$ cat src/rtl/frame_scheduler_pkg.sv
`default_nettype none
// ============================================================================
// Module      : frame_scheduler_pkg
// Description : Shared state encodings and constants for the per-frame
//               game-update sequencer.
// Revision    : 1.0 - initial release
// ============================================================================
package frame_scheduler_pkg;

  // One-hot sequencer states
  typedef enum logic [6:0] {
    ST_IDLE       = 7'b000_0001,
    ST_START      = 7'b000_0010,
    ST_WAIT_FRONT = 7'b000_0100,
    ST_ACK        = 7'b000_1000,
    ST_MOVE       = 7'b001_0000,
    ST_SPAWN      = 7'b010_0000,
    ST_DONE       = 7'b100_0000
  } state_e;

  // Tower locations shared with the front-finder; used as "no front yet"
  localparam logic [8:0] FRIENDLY_TOWER_LOC = 9'h1FF;
  localparam logic [8:0] ENEMY_TOWER_LOC    = 9'h000;

  localparam int DEFAULT_TIMEOUT   = 64;
  localparam int DEFAULT_NUM_SLOTS = 16;
  localparam int DEFAULT_OVR_W     = 8;

endpackage
`default_nettype wire

$ cat src/rtl/frame_scheduler_request_tracker.sv
`default_nettype none
// ============================================================================
// Module      : frame_request_tracker
// Description : Buffers one frame tick that arrives while a frame is running
//               and counts further dropped ticks (saturating).
// Revision    : 1.0 - initial release
// ============================================================================
module frame_request_tracker #(
  parameter int OVR_W = 8
) (
  input  logic             clk,
  input  logic             rst,
  input  logic             frameTick,
  input  logic             idleStart,
  input  logic             busy,
  output logic             pending,
  output logic [OVR_W-1:0] overrunCnt
);

  logic             pending_q, pending_d;
  logic [OVR_W-1:0] ovr_q, ovr_d;

  // Next-state: buffer a busy tick, count extra ones, consume on idle start
  always_comb begin
    pending_d = pending_q;
    ovr_d     = ovr_q;
    if (busy && frameTick) begin
      if (!pending_q) begin
        pending_d = 1'b1;
      end else if (ovr_q != {OVR_W{1'b1}}) begin
        ovr_d = ovr_q + 1'b1;
      end
    end else if (idleStart) begin
      // A start eats the buffered tick first; a coincident fresh tick refills it
      pending_d = pending_q & frameTick;
    end
  end

  // Tracker registers
  always_ff @(posedge clk or posedge rst) begin
    if (rst) begin
      pending_q <= 1'b0;
      ovr_q     <= '0;
    end else begin
      pending_q <= pending_d;
      ovr_q     <= ovr_d;
    end
  end

  assign pending    = pending_q;
  assign overrunCnt = ovr_q;

endmodule
`default_nettype wire

$ cat src/rtl/frame_scheduler.sv
`default_nettype none
// ============================================================================
// Module      : frame_scheduler
// Description : Per-frame sequencer: front-finder handshake, movement sweep
//               over all unit slots, one spawn grant, end-of-frame pulse.
// Revision    : 1.0 - initial release
// ============================================================================
module frame_scheduler
  import frame_scheduler_pkg::*;
#(
  parameter int NUM_SLOTS = DEFAULT_NUM_SLOTS,
  parameter int TIMEOUT   = DEFAULT_TIMEOUT,
  parameter int OVR_W     = DEFAULT_OVR_W
) (
  input  logic                         clk,
  input  logic                         rst,
  input  logic                         frameTick,
  input  logic                         frontDone,
  input  logic [8:0]                   friendlyFront,
  input  logic [8:0]                   enemyFront,
  output logic                         frontStart,
  output logic                         frontAck,
  output logic [8:0]                   latchedFriendlyFront,
  output logic [8:0]                   latchedEnemyFront,
  output logic [$clog2(NUM_SLOTS)-1:0] slotIdx,
  output logic                         moveEn,
  output logic                         spawnReq,
  input  logic                         spawnGnt,
  output logic                         busy,
  output logic                         frameDone,
  output logic                         timeoutErr,
  output logic [OVR_W-1:0]             overrunCnt
);

  localparam int SLOT_W = $clog2(NUM_SLOTS);
  localparam int TMR_W  = (TIMEOUT > 1) ? $clog2(TIMEOUT) : 1;
  localparam logic [SLOT_W-1:0] SLOT_LAST = SLOT_W'(NUM_SLOTS - 1);
  localparam logic [TMR_W-1:0]  TMR_LAST  = TMR_W'(TIMEOUT - 1);

  state_e            state_q, state_d;
  logic [TMR_W-1:0]  timer_q, timer_d;
  logic [SLOT_W-1:0] slot_q, slot_d;
  logic [8:0]        lff_q, lff_d;
  logic [8:0]        lef_q, lef_d;
  logic              terr_q, terr_d;
  logic              pending;
  logic              idle_start;

  // Next-state, datapath updates and Moore output decode
  always_comb begin
    state_d    = state_q;
    timer_d    = timer_q;
    slot_d     = slot_q;
    lff_d      = lff_q;
    lef_d      = lef_q;
    terr_d     = terr_q;
    frontStart = 1'b0;
    frontAck   = 1'b0;
    moveEn     = 1'b0;
    spawnReq   = 1'b0;
    frameDone  = 1'b0;
    busy       = 1'b1;
    idle_start = 1'b0;
    case (state_q)
      ST_IDLE: begin
        busy       = 1'b0;
        idle_start = frameTick | pending;
        if (idle_start) state_d = ST_START;
      end
      ST_START: begin
        frontStart = 1'b1;
        timer_d    = '0;
        state_d    = ST_WAIT_FRONT;
      end
      ST_WAIT_FRONT: begin
        // Done on the last allowed cycle still wins over the timeout
        if (frontDone) begin
          lff_d   = friendlyFront;
          lef_d   = enemyFront;
          state_d = ST_ACK;
        end else if (timer_q == TMR_LAST) begin
          terr_d  = 1'b1;
          state_d = ST_IDLE;
        end else begin
          timer_d = timer_q + 1'b1;
        end
      end
      ST_ACK: begin
        frontAck = 1'b1;
        slot_d   = '0;
        state_d  = ST_MOVE;
      end
      ST_MOVE: begin
        moveEn = 1'b1;
        // Stop on the last slot so slotIdx holds it after the sweep
        if (slot_q == SLOT_LAST) state_d = ST_SPAWN;
        else                     slot_d  = slot_q + 1'b1;
      end
      ST_SPAWN: begin
        spawnReq = 1'b1;
        if (spawnGnt) state_d = ST_DONE;
      end
      ST_DONE: begin
        frameDone = 1'b1;
        state_d   = ST_IDLE;
      end
      default: state_d = ST_IDLE;
    endcase
  end

  // State and datapath registers
  always_ff @(posedge clk or posedge rst) begin
    if (rst) begin
      state_q <= ST_IDLE;
      timer_q <= '0;
      slot_q  <= '0;
      lff_q   <= FRIENDLY_TOWER_LOC;
      lef_q   <= ENEMY_TOWER_LOC;
      terr_q  <= 1'b0;
    end else begin
      state_q <= state_d;
      timer_q <= timer_d;
      slot_q  <= slot_d;
      lff_q   <= lff_d;
      lef_q   <= lef_d;
      terr_q  <= terr_d;
    end
  end

  frame_request_tracker #(
    .OVR_W (OVR_W)
  ) u_tracker (
    .clk        (clk),
    .rst        (rst),
    .frameTick  (frameTick),
    .idleStart  (idle_start),
    .busy       (busy),
    .pending    (pending),
    .overrunCnt (overrunCnt)
  );

  assign slotIdx              = slot_q;
  assign latchedFriendlyFront = lff_q;
  assign latchedEnemyFront    = lef_q;
  assign timeoutErr           = terr_q;

endmodule
`default_nettype wire

$ cat config.mk
export PLATFORM = sky130hd
export DESIGN_NAME = frame_scheduler
export DESIGN_NICKNAME = d
export VERILOG_FILES = /design/src/rtl/frame_scheduler_pkg.sv /design/src/rtl/frame_scheduler_request_tracker.sv /design/src/rtl/frame_scheduler.sv
export SDC_FILE = /design/constraint.sdc
export NUM_CORES = 1
export LEC_CHECK = 0
export BUFFER_PORTS_ARGS = -buffer_cell sky130_fd_sc_hd__clkbuf_2
export CAP_MARGIN = 40
export CORE_MARGIN = 4
export CORE_UTILIZATION = 52
export CTS_BUF_LIST = sky130_fd_sc_hd__clkbuf_16
export CTS_CLUSTER_DIAMETER = 30
export CTS_CLUSTER_SIZE = 24
export DETAILED_ROUTE_END_ITERATION = 8
export GPL_TIMING_DRIVEN = 0
export HOLD_SLACK_MARGIN = 0.12
export PLACE_DENSITY_LB_ADDON = 0.08
export RECOVER_POWER = 100
export SETUP_SLACK_MARGIN = 0.4
export SYNTH_ARGS = -nofsm -noshare
export SYNTH_HDL_FRONTEND = slang
export SYNTH_HIERARCHICAL = 1
export SYNTH_SLANG_ARGS = --single-unit
export TNS_END_PERCENT = 20
$ cat constraint.sdc
create_clock -name clk -period 3 [get_ports clk]
set_input_delay 0.15 -clock clk [delete_from_list [all_inputs] [get_ports clk]]
set_output_delay 0.15 -clock clk [all_outputs]
set_load 0.01 [all_outputs]
==> impl_metrics.ini <==
[cts]
cts_tree = done
post-cts-setup-buffer-count = 0
cts_made_buffers = 5
path_clk_slew_ns = 0.06
h-tree-depth = 2
clock-sinks = 45
clk_latency_ns = 0.28
root_buffer = clkbuf_16
cts_buffer_depth = 2

[global_route]
antenna_found_initial = 0
first_global_vias = 1821
grt_max_degree = 22
track_usage_pct = 19.40
grt_pass1_wl_um = 8093
overflow = 0

[sta]
slew_viol_final = 0
setup_viol = 0
layout_min_cycle_time_ns = 2.557
finClkSkew_ns = 0.005356
finalSetupTns_ns = 0
fmax_ghz = 0.3910
hold_viol = 0
worst_pin_slew_ns = 1.102
rsz0062_at_grt = true
period_share_pct = 85.24
max_slew_margin_pct = 26.55

[placement]
hpwl_um = 3197
io_buffers = 59
placed_area_um2 = 2554
place.gp.congestion = 0.7533
dp_cells = 302

[synth]
synthDistinctLibCells = 51
synth_compound_area_share_pct = 11.66
synthArstFlopShare_pct = 100.0
yosys_warnings = 6
synth.area.mux_share_pct = 11.54
synth_top_area_cell = dfrtp_1
synth-edff-count = 0
synth-xor-area-share_pct = 0.8078
synth-seq-cells = 45
syn_nets = 218
syn_avg_cell_area_um2 = 11.29
synth.top_cell.area_share_pct = 40.39
syn_inst = 192
synth_area_leaders = dfrtp_1 40%, dfstp_2 12%, mux2_2 9.9%
synthAdderAreaFrac_pct = 1.731
synthFlopType = dfrtp_1
synth_area_um2 = 2168
yosys.area_share.simple_pct = 18.00
ys_seq_area_share_pct = 52.51
synth_top_family_by_area = simple AND/OR/NAND/NOR gates

[floorplan]
die_y_um = 72.58
core_um2 = 4029
initial_core_util_pct = 53.82
io_pins = 60
fp.dieW_um = 72.58
fp-row-count = 23
dieArea_um2 = 5267

[layout]
antenna-diode-count = 0
final_area_um2 = 2836
fin_cells = 330
nets = 305
drive_gt1_share_pct = 24.29
area_delta_synth_final_pct = 30.81

[drt]
dr.pass1.iters = 4
num_vias = 1754
drc = 0
routed_wl_um = 4659
vias_per_cell = 5.315
drtAntennaViolNets = 0
wire_per_inst_um = 14.12
drtIter0Drc = 75

[worst_setup_path]
worst-setup-path-type = reg -> reg
critPathRequiredTime_ns = 3.16
start_kind = flip-flop
arrival_ns = 2.72
cp-end-kind = flip-flop
crit_fanout = 10

[hold_path]
hp-class = in -> reg

[job]
maxCapViolCount = 0

[outcome]
status = complete, no violations

[pwr]
total_leakage_power_uw = 0.001273
p_per_area_nw_per_um2 = 929.3
peakVddDrop_mv = 0.6016
-- Yosys cell counts, types with 2 or more instances --
cell type  instances
a21oi_1            9
a31o_2             2
and2_1             2
and3_1             3
buf_2              2
clkbuf_1           2
dfrtp_1           35
dfstp_2           10
ha_1               3
inv_1             14
mux2_2            19
nand2_1            7
nand2_2            2
nand2b_1           3
nand3_1           10
nand3_2            2
nand4b_1           2
nor2_1             9
nor3_1             6
nor4b_1            2
o211ai_1           3
o21ai_0           11
or3_1              6
-- critical path, cell delays in order, from the launching register on --
cell,delay [ns]
dfrtp_1,0.43
or4_1,0.52
clkbuf_1,0.16
nor3_1,0.36
nand2_1,0.36
buf_2,0.31
mux2_2,0.30
-- kinds of logic after synthesis --
family	Yosys count
fa+ha+maj	3
compound gates	37
xor+xnor	2
flops	45
simple gates	64
buf+inv	19
mux	22
-- cell type report --
type | count | area [um^2]
clock inverter | 3 | 68.82
fill | 320 | 1192
multi-input combinational | 128 | 917.1
inverter | 14 | 52.55
sequential | 45 | 1139
tap | 50 | 62.56
buffer | 5 | 20.02
timing repair buffer | 80 | 451.7
clock buffer | 5 | 125.1
-- cell usage in the layout, fill, tap and decap left out, types with 2 or more instances in the layout --
cell           netlist  final
nand3_1             10     11
clkbuf_2             0     21
and3_1               3      3
a31o_2               2      2
nand2b_1             3      3
ha_1                 3      3
nor3_1               6      6
dlygate4sd3_1        0     20
nor4b_1              2      2
bufinv_16            0      2
and2_0               0      2
dfrtp_1             35     35
dfstp_2             10     10
nand2_1              7      8
clkbuf_1             2     43
inv_1               14     14
nor4_1               1      2
nand4b_1             2      2
or4_1                1      2
or3_1                6      6
nor2_1               9      9
o211ai_1             3      3
o21ai_0             11     11
a21oi_1              9      9
mux2_2              19     19
clkbuf_16            0      5
-- metal layers --
metal  vias to the layer above  wire length, um  track usage [%]
li1                        872                -                -
met1                       832             1983            24.28
met2                        48             2382            33.57
met3                         2              276            4.683
met4                         0               17            5.123
met5                         -                0                0
-- power by group --
part,internal (uW),switching [uW],total (uW)
logic,389,481,870
registers,870,192,1060
clock network,480,225,705
-- sequential cells by signal (all words and copies together) (netlist names) --
name / cells
latchedEnemyFront: 9
latchedFriendlyFront: 9
slotIdx: 4
state_q: 7
timeoutErr: 1
timer_q: 6
u_tracker/overrunCnt: 8
u_tracker/pending: 1
-- metrics by stage --
step | hold WS, ns | setup WS, ns | util, % | power, uW
final | 0.1606 | 0.4427 | 70.40 | 2636
after floorplan | -0.02208 | 0.8057 | - | 1659
after global placement | 0.1216 | 0.5841 | 62.70 | 1967
after global routing | 0.2003 | 0.2404 | 70.40 | 2823
after detailed placement | 0.1227 | 0.5811 | 63.39 | 1991
after CTS | 0.1660 | 0.5574 | 73.17 | 2737
-- worst paths after layout --
| check | startpoint | end | slack, ns | cells past startpoint |
|---|---|---|---|---|
| worst max-delay path | state_q[6] | latchedEnemyFront[6] | 0.44 | 6 |
| worst max register to register | state_q[6] | latchedEnemyFront[6] | 0.44 | 6 |
| worst min register to register | timeoutErr | timeoutErr | 0.49 | 1 |
| min in group asynchronous | rst | u_tracker/overrunCnt[3] | 0.39 | 3 |
| max in group asynchronous | rst | timer_q[2] | 1.13 | 4 |
| worst min-delay path | frameTick | u_tracker/pending | 0.16 | 3 |
-- timing repair --
action | in CTS | in global routing
gates resized for setup | 0 | 1
hold buffers | 20 | 0
endpoints found under the setup margin | 0 | 2
endpoints found under the hold margin | 36 | 0
Note: power is estimated with default switching activity, not from simulation.
